## src/rtl/scan_updown_counter_pkg.sv

```systemverilog
// Shared constants and helpers for the scan up/down counter.
//   WRAP_MODE / SAT_MODE : values for the WRAP parameter of scan_updown_counter
//   width_ok()           : legal counter width range check (2..32)
package scan_updown_counter_pkg;

  localparam bit WRAP_MODE = 1'b1;
  localparam bit SAT_MODE  = 1'b0;

  function automatic bit width_ok(input int w);
    return (w >= 2) && (w <= 32);
  endfunction

endpackage

```

## src/rtl/scan_updown_counter_if.sv

```systemverilog
// Control/status bundle for scan_updown_counter.
//   master : drives en, up, load, load_val, scan_en, scan_in; observes the rest
//   slave  : the counter; drives count, tc, wrap_evt, scan_out
interface scan_updown_counter_if #(
  parameter int WIDTH = 4
);
  logic             en;
  logic             up;
  logic             load;
  logic [WIDTH-1:0] load_val;
  logic             scan_en;
  logic             scan_in;
  logic             scan_out;
  logic [WIDTH-1:0] count;
  logic             tc;
  logic             wrap_evt;

  modport master (
    output en, up, load, load_val, scan_en, scan_in,
    input  scan_out, count, tc, wrap_evt
  );

  modport slave (
    input  en, up, load, load_val, scan_en, scan_in,
    output scan_out, count, tc, wrap_evt
  );
endinterface

```

## src/rtl/scan_updown_counter_scan_dff.sv

```systemverilog
// Mux-D scan flop with synchronous active-high reset.
//   clk, rst : clock, synchronous reset (q -> 0)
//   scan_en  : 1 selects scan_in, 0 selects functional d
//   scan_in  : serial data from the previous chain stage
//   d        : functional next value
//   q        : registered output
module scan_dff (
  input  logic clk,
  input  logic rst,
  input  logic scan_en,
  input  logic scan_in,
  input  logic d,
  output logic q
);
  logic q_d, q_q;

  always_comb begin
    q_d = scan_en ? scan_in : d;
  end

  always_ff @(posedge clk) begin
    if (rst) q_q <= 1'b0;
    else     q_q <= q_d;
  end

  assign q = q_q;
endmodule

```

## src/rtl/scan_updown_counter.sv

```systemverilog
// Up/down counter with parallel load, wrap or saturate at the limits, and a
// scan chain through the count bits (scan_in -> bit 0 ... bit WIDTH-1 -> scan_out).
//   clk, rst : clock, synchronous active-high reset
//   bus      : slave side of scan_updown_counter_if
//              count    - register value
//              tc       - en & ~scan_en & (up ? count==max : count==0)
//              wrap_evt - registered pulse, one cycle after a limit hit
//              scan_out - count[WIDTH-1]
// Priority: rst > scan_en > load > en > hold.
module scan_updown_counter
  import scan_updown_counter_pkg::*;
#(
  parameter int WIDTH = 4,
  parameter bit WRAP  = WRAP_MODE
) (
  input  logic                        clk,
  input  logic                        rst,
  scan_updown_counter_if.slave        bus
);

  if (!width_ok(WIDTH)) begin : g_bad_width
    $error("scan_updown_counter: WIDTH must be in 2..32");
  end

  logic [WIDTH-1:0] count_d, count_q;
  logic             wrap_evt_d, wrap_evt_q;
  logic             at_max, at_min, tc;

  // Functional next state, limit detection and terminal count. The scan
  // mux lives in each scan_dff, so count_d here is only the non-scan path;
  // wrap_evt_d is still gated by scan_en since that flop is not on the chain.
  always_comb begin
    count_d    = count_q;
    wrap_evt_d = 1'b0;
    at_max     = (count_q == {WIDTH{1'b1}});
    at_min     = (count_q == '0);
    tc         = bus.en & ~bus.scan_en & (bus.up ? at_max : at_min);

    if (bus.scan_en) begin
      count_d = count_q;
    end else if (bus.load) begin
      count_d = bus.load_val;
    end else if (bus.en) begin
      if (bus.up) begin
        if (at_max) begin
          wrap_evt_d = 1'b1;
          count_d    = (WRAP == SAT_MODE) ? count_q : '0;
        end else begin
          count_d = count_q + 1'b1;
        end
      end else begin
        if (at_min) begin
          wrap_evt_d = 1'b1;
          count_d    = (WRAP == SAT_MODE) ? count_q : {WIDTH{1'b1}};
        end else begin
          count_d = count_q - 1'b1;
        end
      end
    end
  end

  // One scan flop per count bit; each bit's serial input is the bit below it.
  scan_dff u_bit [WIDTH-1:0] (
    .clk     (clk),
    .rst     (rst),
    .scan_en (bus.scan_en),
    .scan_in ({count_q[WIDTH-2:0], bus.scan_in}),
    .d       (count_d),
    .q       (count_q)
  );

  always_ff @(posedge clk) begin
    if (rst) wrap_evt_q <= 1'b0;
    else     wrap_evt_q <= wrap_evt_d;
  end

  assign bus.count    = count_q;
  assign bus.tc       = tc;
  assign bus.wrap_evt = wrap_evt_q;
  assign bus.scan_out = count_q[WIDTH-1];

endmodule
```

## src/flat_wrapper.sv

```systemverilog
// flat-port wrapper written by rule: the top's interface ports become plain ports
module scan_updown_counter_flat import scan_updown_counter_pkg::*;
#(
  parameter int WIDTH = 4,
  parameter bit WRAP  = WRAP_MODE
)
  (clk, rst, bus_en, bus_up, bus_load, bus_load_val, bus_scan_en, bus_scan_in, bus_scan_out, bus_count, bus_tc, bus_wrap_evt);
  scan_updown_counter_if #(.WIDTH(WIDTH)) bus_i ();
  input  logic clk;
  input  logic rst;
  input wire logic [$bits(bus_i.en)-1:0] bus_en;
  input wire logic [$bits(bus_i.up)-1:0] bus_up;
  input wire logic [$bits(bus_i.load)-1:0] bus_load;
  input wire logic [$bits(bus_i.load_val)-1:0] bus_load_val;
  input wire logic [$bits(bus_i.scan_en)-1:0] bus_scan_en;
  input wire logic [$bits(bus_i.scan_in)-1:0] bus_scan_in;
  output wire logic [$bits(bus_i.scan_out)-1:0] bus_scan_out;
  output wire logic [$bits(bus_i.count)-1:0] bus_count;
  output wire logic [$bits(bus_i.tc)-1:0] bus_tc;
  output wire logic [$bits(bus_i.wrap_evt)-1:0] bus_wrap_evt;
  assign bus_i.en = bus_en;
  assign bus_i.up = bus_up;
  assign bus_i.load = bus_load;
  assign bus_i.load_val = bus_load_val;
  assign bus_i.scan_en = bus_scan_en;
  assign bus_i.scan_in = bus_scan_in;
  assign bus_scan_out = bus_i.scan_out;
  assign bus_count = bus_i.count;
  assign bus_tc = bus_i.tc;
  assign bus_wrap_evt = bus_i.wrap_evt;
  scan_updown_counter #(.WIDTH(WIDTH), .WRAP(WRAP)) u_core (.clk(clk), .rst(rst), .bus(bus_i));
endmodule
```

## config.mk

```make
export PLATFORM = sky130hd
export DESIGN_NAME = scan_updown_counter_flat
export DESIGN_NICKNAME = d
export VERILOG_FILES = /design/src/rtl/scan_updown_counter_pkg.sv /design/src/rtl/scan_updown_counter_if.sv /design/src/rtl/scan_updown_counter_scan_dff.sv /design/src/rtl/scan_updown_counter.sv /design/src/flat_wrapper.sv
export SDC_FILE = /design/constraint.sdc
export NUM_CORES = 1
export LEC_CHECK = 0
export CAP_MARGIN = 20
export CORE_AREA = 2 2 39 41
export CTS_CLUSTER_DIAMETER = 60
export DETAILED_ROUTE_END_ITERATION = 10
export DIE_AREA = 0 0 41 43
export PLACE_DENSITY = 0.67
export SETUP_SLACK_MARGIN = 0.02
export SLEW_MARGIN = 25
export SYNTH_ARGS = -nofsm -noshare
export SYNTH_HDL_FRONTEND = slang
export SYNTH_SLANG_ARGS = --single-unit
```

## constraint.sdc

```tcl
create_clock -name clk -period 2.6 [get_ports clk]
set_clock_uncertainty 0.15 [all_clocks]
set_input_delay 0.78 -clock clk [delete_from_list [all_inputs] [get_ports clk]]
set_output_delay 0.78 -clock clk [all_outputs]
set_load 0.01 [all_outputs]
```

==> impl.org <==
** Outcome
- The run finished with clean final reports.

** CTS
- In this run the number of H-tree levels came out at 1.
- Hold-fix buffers, CTS :: 0
- CTS tree :: yes
- Clock latency on the worst-skew pair, taken at its later pin, is 0.25 ns.
- Clock-pin slew was measured on the worst setup and hold paths at 0.04 ns.
- CTS Buffer Depth :: 2
- In this run, CTS created clock tree buffers numbering 3.
- For this design, the sink count on the clock tree is 5.
- The root buffer cell chosen for the clock tree is sky130_fd_sc_hd__clkbuf_4.

** Critical path
- In this run the worst path has a maximum fanout of 2.
- Tracing the worst setup path back leads to its startpoint at bus_up.
- RR Startpoint :: u_core.u_bit[1].q$_SDFFE_PP0P_
- STA classifies the critical path startpoint as an input port.
- At the worst endpoint, the required time is 1.67 ns.
- The worst setup path is captured at an output port.
- The critical path in this run is classified as in -> out.
- Worst EP arrival :: 1.59 ns

** Floorplanning
- Area of the core region :: 0.001384 mm2
- During I/O placement, the number of pins put on the boundary was 18.
- Die footprint :: 0.001763 mm2
- Die Span Y :: 43 um
- Die Span X :: 41 um
- Starting utilization of the core area :: 32.82%
- Number of core rows :: 14

** Yosys
- After Yosys synthesis, and, or, nand and nor cells account for between 20 and 25% of the synthesized area.
- Sequential elements use 22.04% of the synthesized area.
- Yosys printed 0 warnings.
- Most area-consuming cells after synthesis :: sky130_fd_sc_hd__dfxtp_1 22%, sky130_fd_sc_hd__buf_4 6.6%, sky130_fd_sc_hd__a21oi_1 5.5%
- Yosys mapped a number of flops with a built-in enable equal to 0.
- Share of the synthesized netlist area taken by xor and xnor gates :: around 3.9%
- Post-Synthesis Cell Area :: 454.2 um2
- Share of synthesized registers carrying an async set or reset :: 0%
- Cell taking the most area after synthesis :: sky130_fd_sc_hd__dfxtp_1
- Flops & latches, synth :: 5
- Multiplexer area fraction after synthesis :: 2.479%
- Post-Synthesis Net Count :: 72
- In the synthesized netlist the dominant register cell turns out to be sky130_fd_sc_hd__dfxtp_1.
- Counting every instance in the synthesized netlist gives 59.
- Summed over its instances, the top area cell type makes up around 22% of the synthesized netlist area.
- Summing the areas of all compound-gate instances in the mapped netlist gives around 28% of the synthesized area.
- Adder-Cell Fraction of Synth Area :: 5.510%
- After synthesis, the largest family of logic cells by area is compound AO/OA/AOI/OAI gates.
- Distinct cell type count of the synthesized netlist :: 29
- A synthesized cell averages about 7.7 um2.

** Timing
- Shortest period the worst path allows :: between 2 and 3 ns
- Fin. max-slew vios :: 0
- For this run, the top clock speed supported by timing is 397.6 MHz.
- Fin. Hold Viols :: 0
- Transition time at the pin with the least slew margin :: 0.2568 ns
- Setup total negative slack on the finished layout was measured at 0 ns.
- After layout, the worst path uses between 90% and 100% of the clock period.
- Setup repair after global routing left no endpoint under its margin.
- Setup violations remaining at the end of the flow were counted as 0.
- Max transition margin :: between 80 and 90%
- Worst Slack Setup Final :: 0.08477 ns

** Place
- Post-Place Setup Slack :: -0.7424 ns
- The placed instances occupy a cell area of 678.2 um2.
- During placement, the flow inserted port buffers numbering 17.
- Summed over all nets, the half-perimeter wirelength after detailed placement is 885 um.
- Number of cells after detailed placement :: between 90 and 100
- At the end of routability-driven placement, the weighted congestion stood at 0.7426.

** Power and ir drop
- The worst-case IR drop observed on VDD is between 200 and 250 uV.
- Dividing total power by cell area gives a power density of 399.1 mW/mm2.
- Leakage :: 0.3004 nW

** Global routing
- Entering global routing, the biggest net connects 10 pins.
- In the global route stage, overall resource usage came out at 16.67%.
- Number of antenna violations at the first check in global routing :: 0
- Vias in the first global route :: 470
- Residual overflow from global routing :: 0
- The first global-routing pass estimated 2007 um of wire.

** Drt
- The first TritonRoute pass finished after 4 iterations.
- Final routed DRC violation total :: 0
- Total number of vias :: 510
- After the first detailed-routing iteration, the DRC count stood at 5.
- DR vias/cell :: 5.152
- Summed over all layers, the routed wires come to 1175 um.
- The count of nets left with antenna violations once routing finished came out at 0.
- DR WL/cell :: between 10 and 15 um

** Final layout
- The repair_antennas step left the layout with diodes totalling 0.
- The multi-input combinational cells in the finished layout cover a total of 295.3 um2.
- Most used cells in the layout excluding fill and tap cells :: 14 x sky130_fd_sc_hd__clkdlybuf4s50_1, 9 x sky130_fd_sc_hd__buf_4, 5 x sky130_fd_sc_hd__inv_1, 5 x sky130_fd_sc_hd__dfxtp_1
- Share of cells above drive strength 1 :: approximately a quarter
- Final Net Count :: 97
- Fill cell total of the finished layout :: 147
- Post-Layout Inst Area :: 709.4 um2
- Summing all flip-flop and latch instances after layout gives 100.1 um2.
- Most common cell after layout, fill and taps aside :: sky130_fd_sc_hd__clkdlybuf4s50_1
- Growth of design area from synthesis to finish :: 56.20%
- Excluding fillers, the count of instances in the completed layout stands at a little under 100.

** Min path
- In this run the most critical hold path is launched from u_core.u_bit[0].q$_SDFFE_PP0P_.
- Hold crit path type :: reg -> reg

** Run
- Number of maximum-capacitance constraint violations :: 0
[cells by family after synthesis]
group                    after synthesis
AND/OR/NAND/NOR                       18
AO/OA/AOI/OAI                         17
buffers and inverters                 14
flip-flops                             5
XOR/XNOR                               2
adder cells (fa/ha/maj)                2
multiplexers                           1
[critical path, cell delays in order]
cell and delay, ns:
sky130_fd_sc_hd__buf_2 0.12, sky130_fd_sc_hd__nor3b_2 0.20, sky130_fd_sc_hd__nand2b_1 0.10, sky130_fd_sc_hd__a21oi_2 0.13, sky130_fd_sc_hd__and2_1 0.13, sky130_fd_sc_hd__buf_2 0.12
[layer usage]
metal	global-route usage [%]	share of wire, %
met5	0	0
met4	8.000	1.8
met3	3.141	6.4
met2	24.69	48
met1	22.19	44
[cells in the mapped netlist (all sizes together) (2+ instances only)]
library cell / count
clkbuf: 3
nor2: 3
a221oi: 3
nand2b: 2
a21oi: 5
dfxtp: 5
xnor2: 2
inv: 7
nor3b: 3
o21ai: 2
buf: 4
ha: 2
nand2: 4
[registers in the layout (all words and copies together) (netlist names)]
signal,count
u_core.u_bit.q,4
u_core.bus.wrap_evt,1
[report_power, final]
group | internal [mW] | switching, mW
combinational | 0.0586 | 0.0454
sequential | 0.0820 | 0.00376
clock | 0.0582 | 0.0352
[per-stage QoR]
stage | hold slack (ns) | util (%) | total power [mW]
finish | 0.4801 | 51.27 | 0.2831
global route | 0.5079 | 51.27 | 0.3021
CTS | 0.4781 | 51.09 | 0.2837
detailed placement | 0.4740 | 49.01 | 0.1893
global placement | 0.4678 | 49.01 | 0.1885
floorplan | 0.3825 | - | 0.1430
[final timing paths]
| check | to | cells past startpoint | slack [ns] |
|---|---|---|---|
| setup reg to reg | u_core.u_bit[0].q$_SDFFE_PP0P_ | 7 | 0.72 |
| hold reg to reg | u_core.u_bit[1].q$_SDFFE_PP0P_ | 3 | 0.48 |
| setup / recovery | bus_tc | 6 | 0.08 |
| hold / removal | u_core.u_bit[1].q$_SDFFE_PP0P_ | 3 | 0.48 |
[layout make-up]
class	count	share of cell area [%]
timing repair buffer	27	34.04
multi-input combinational	40	41.62
sequential	5	14.11
tap	16	2.822
inverter	7	3.704
clock buffer	4	3.704
[what timing repair did]
action	4_1_cts	5_1_grt
endpoints found under the setup margin	1	1
gates cloned	0	0
pin swaps	3	1
gates resized for setup	11	1
buffers inserted	0	0
No activity file was read; power rests on OpenSTA's default activity.
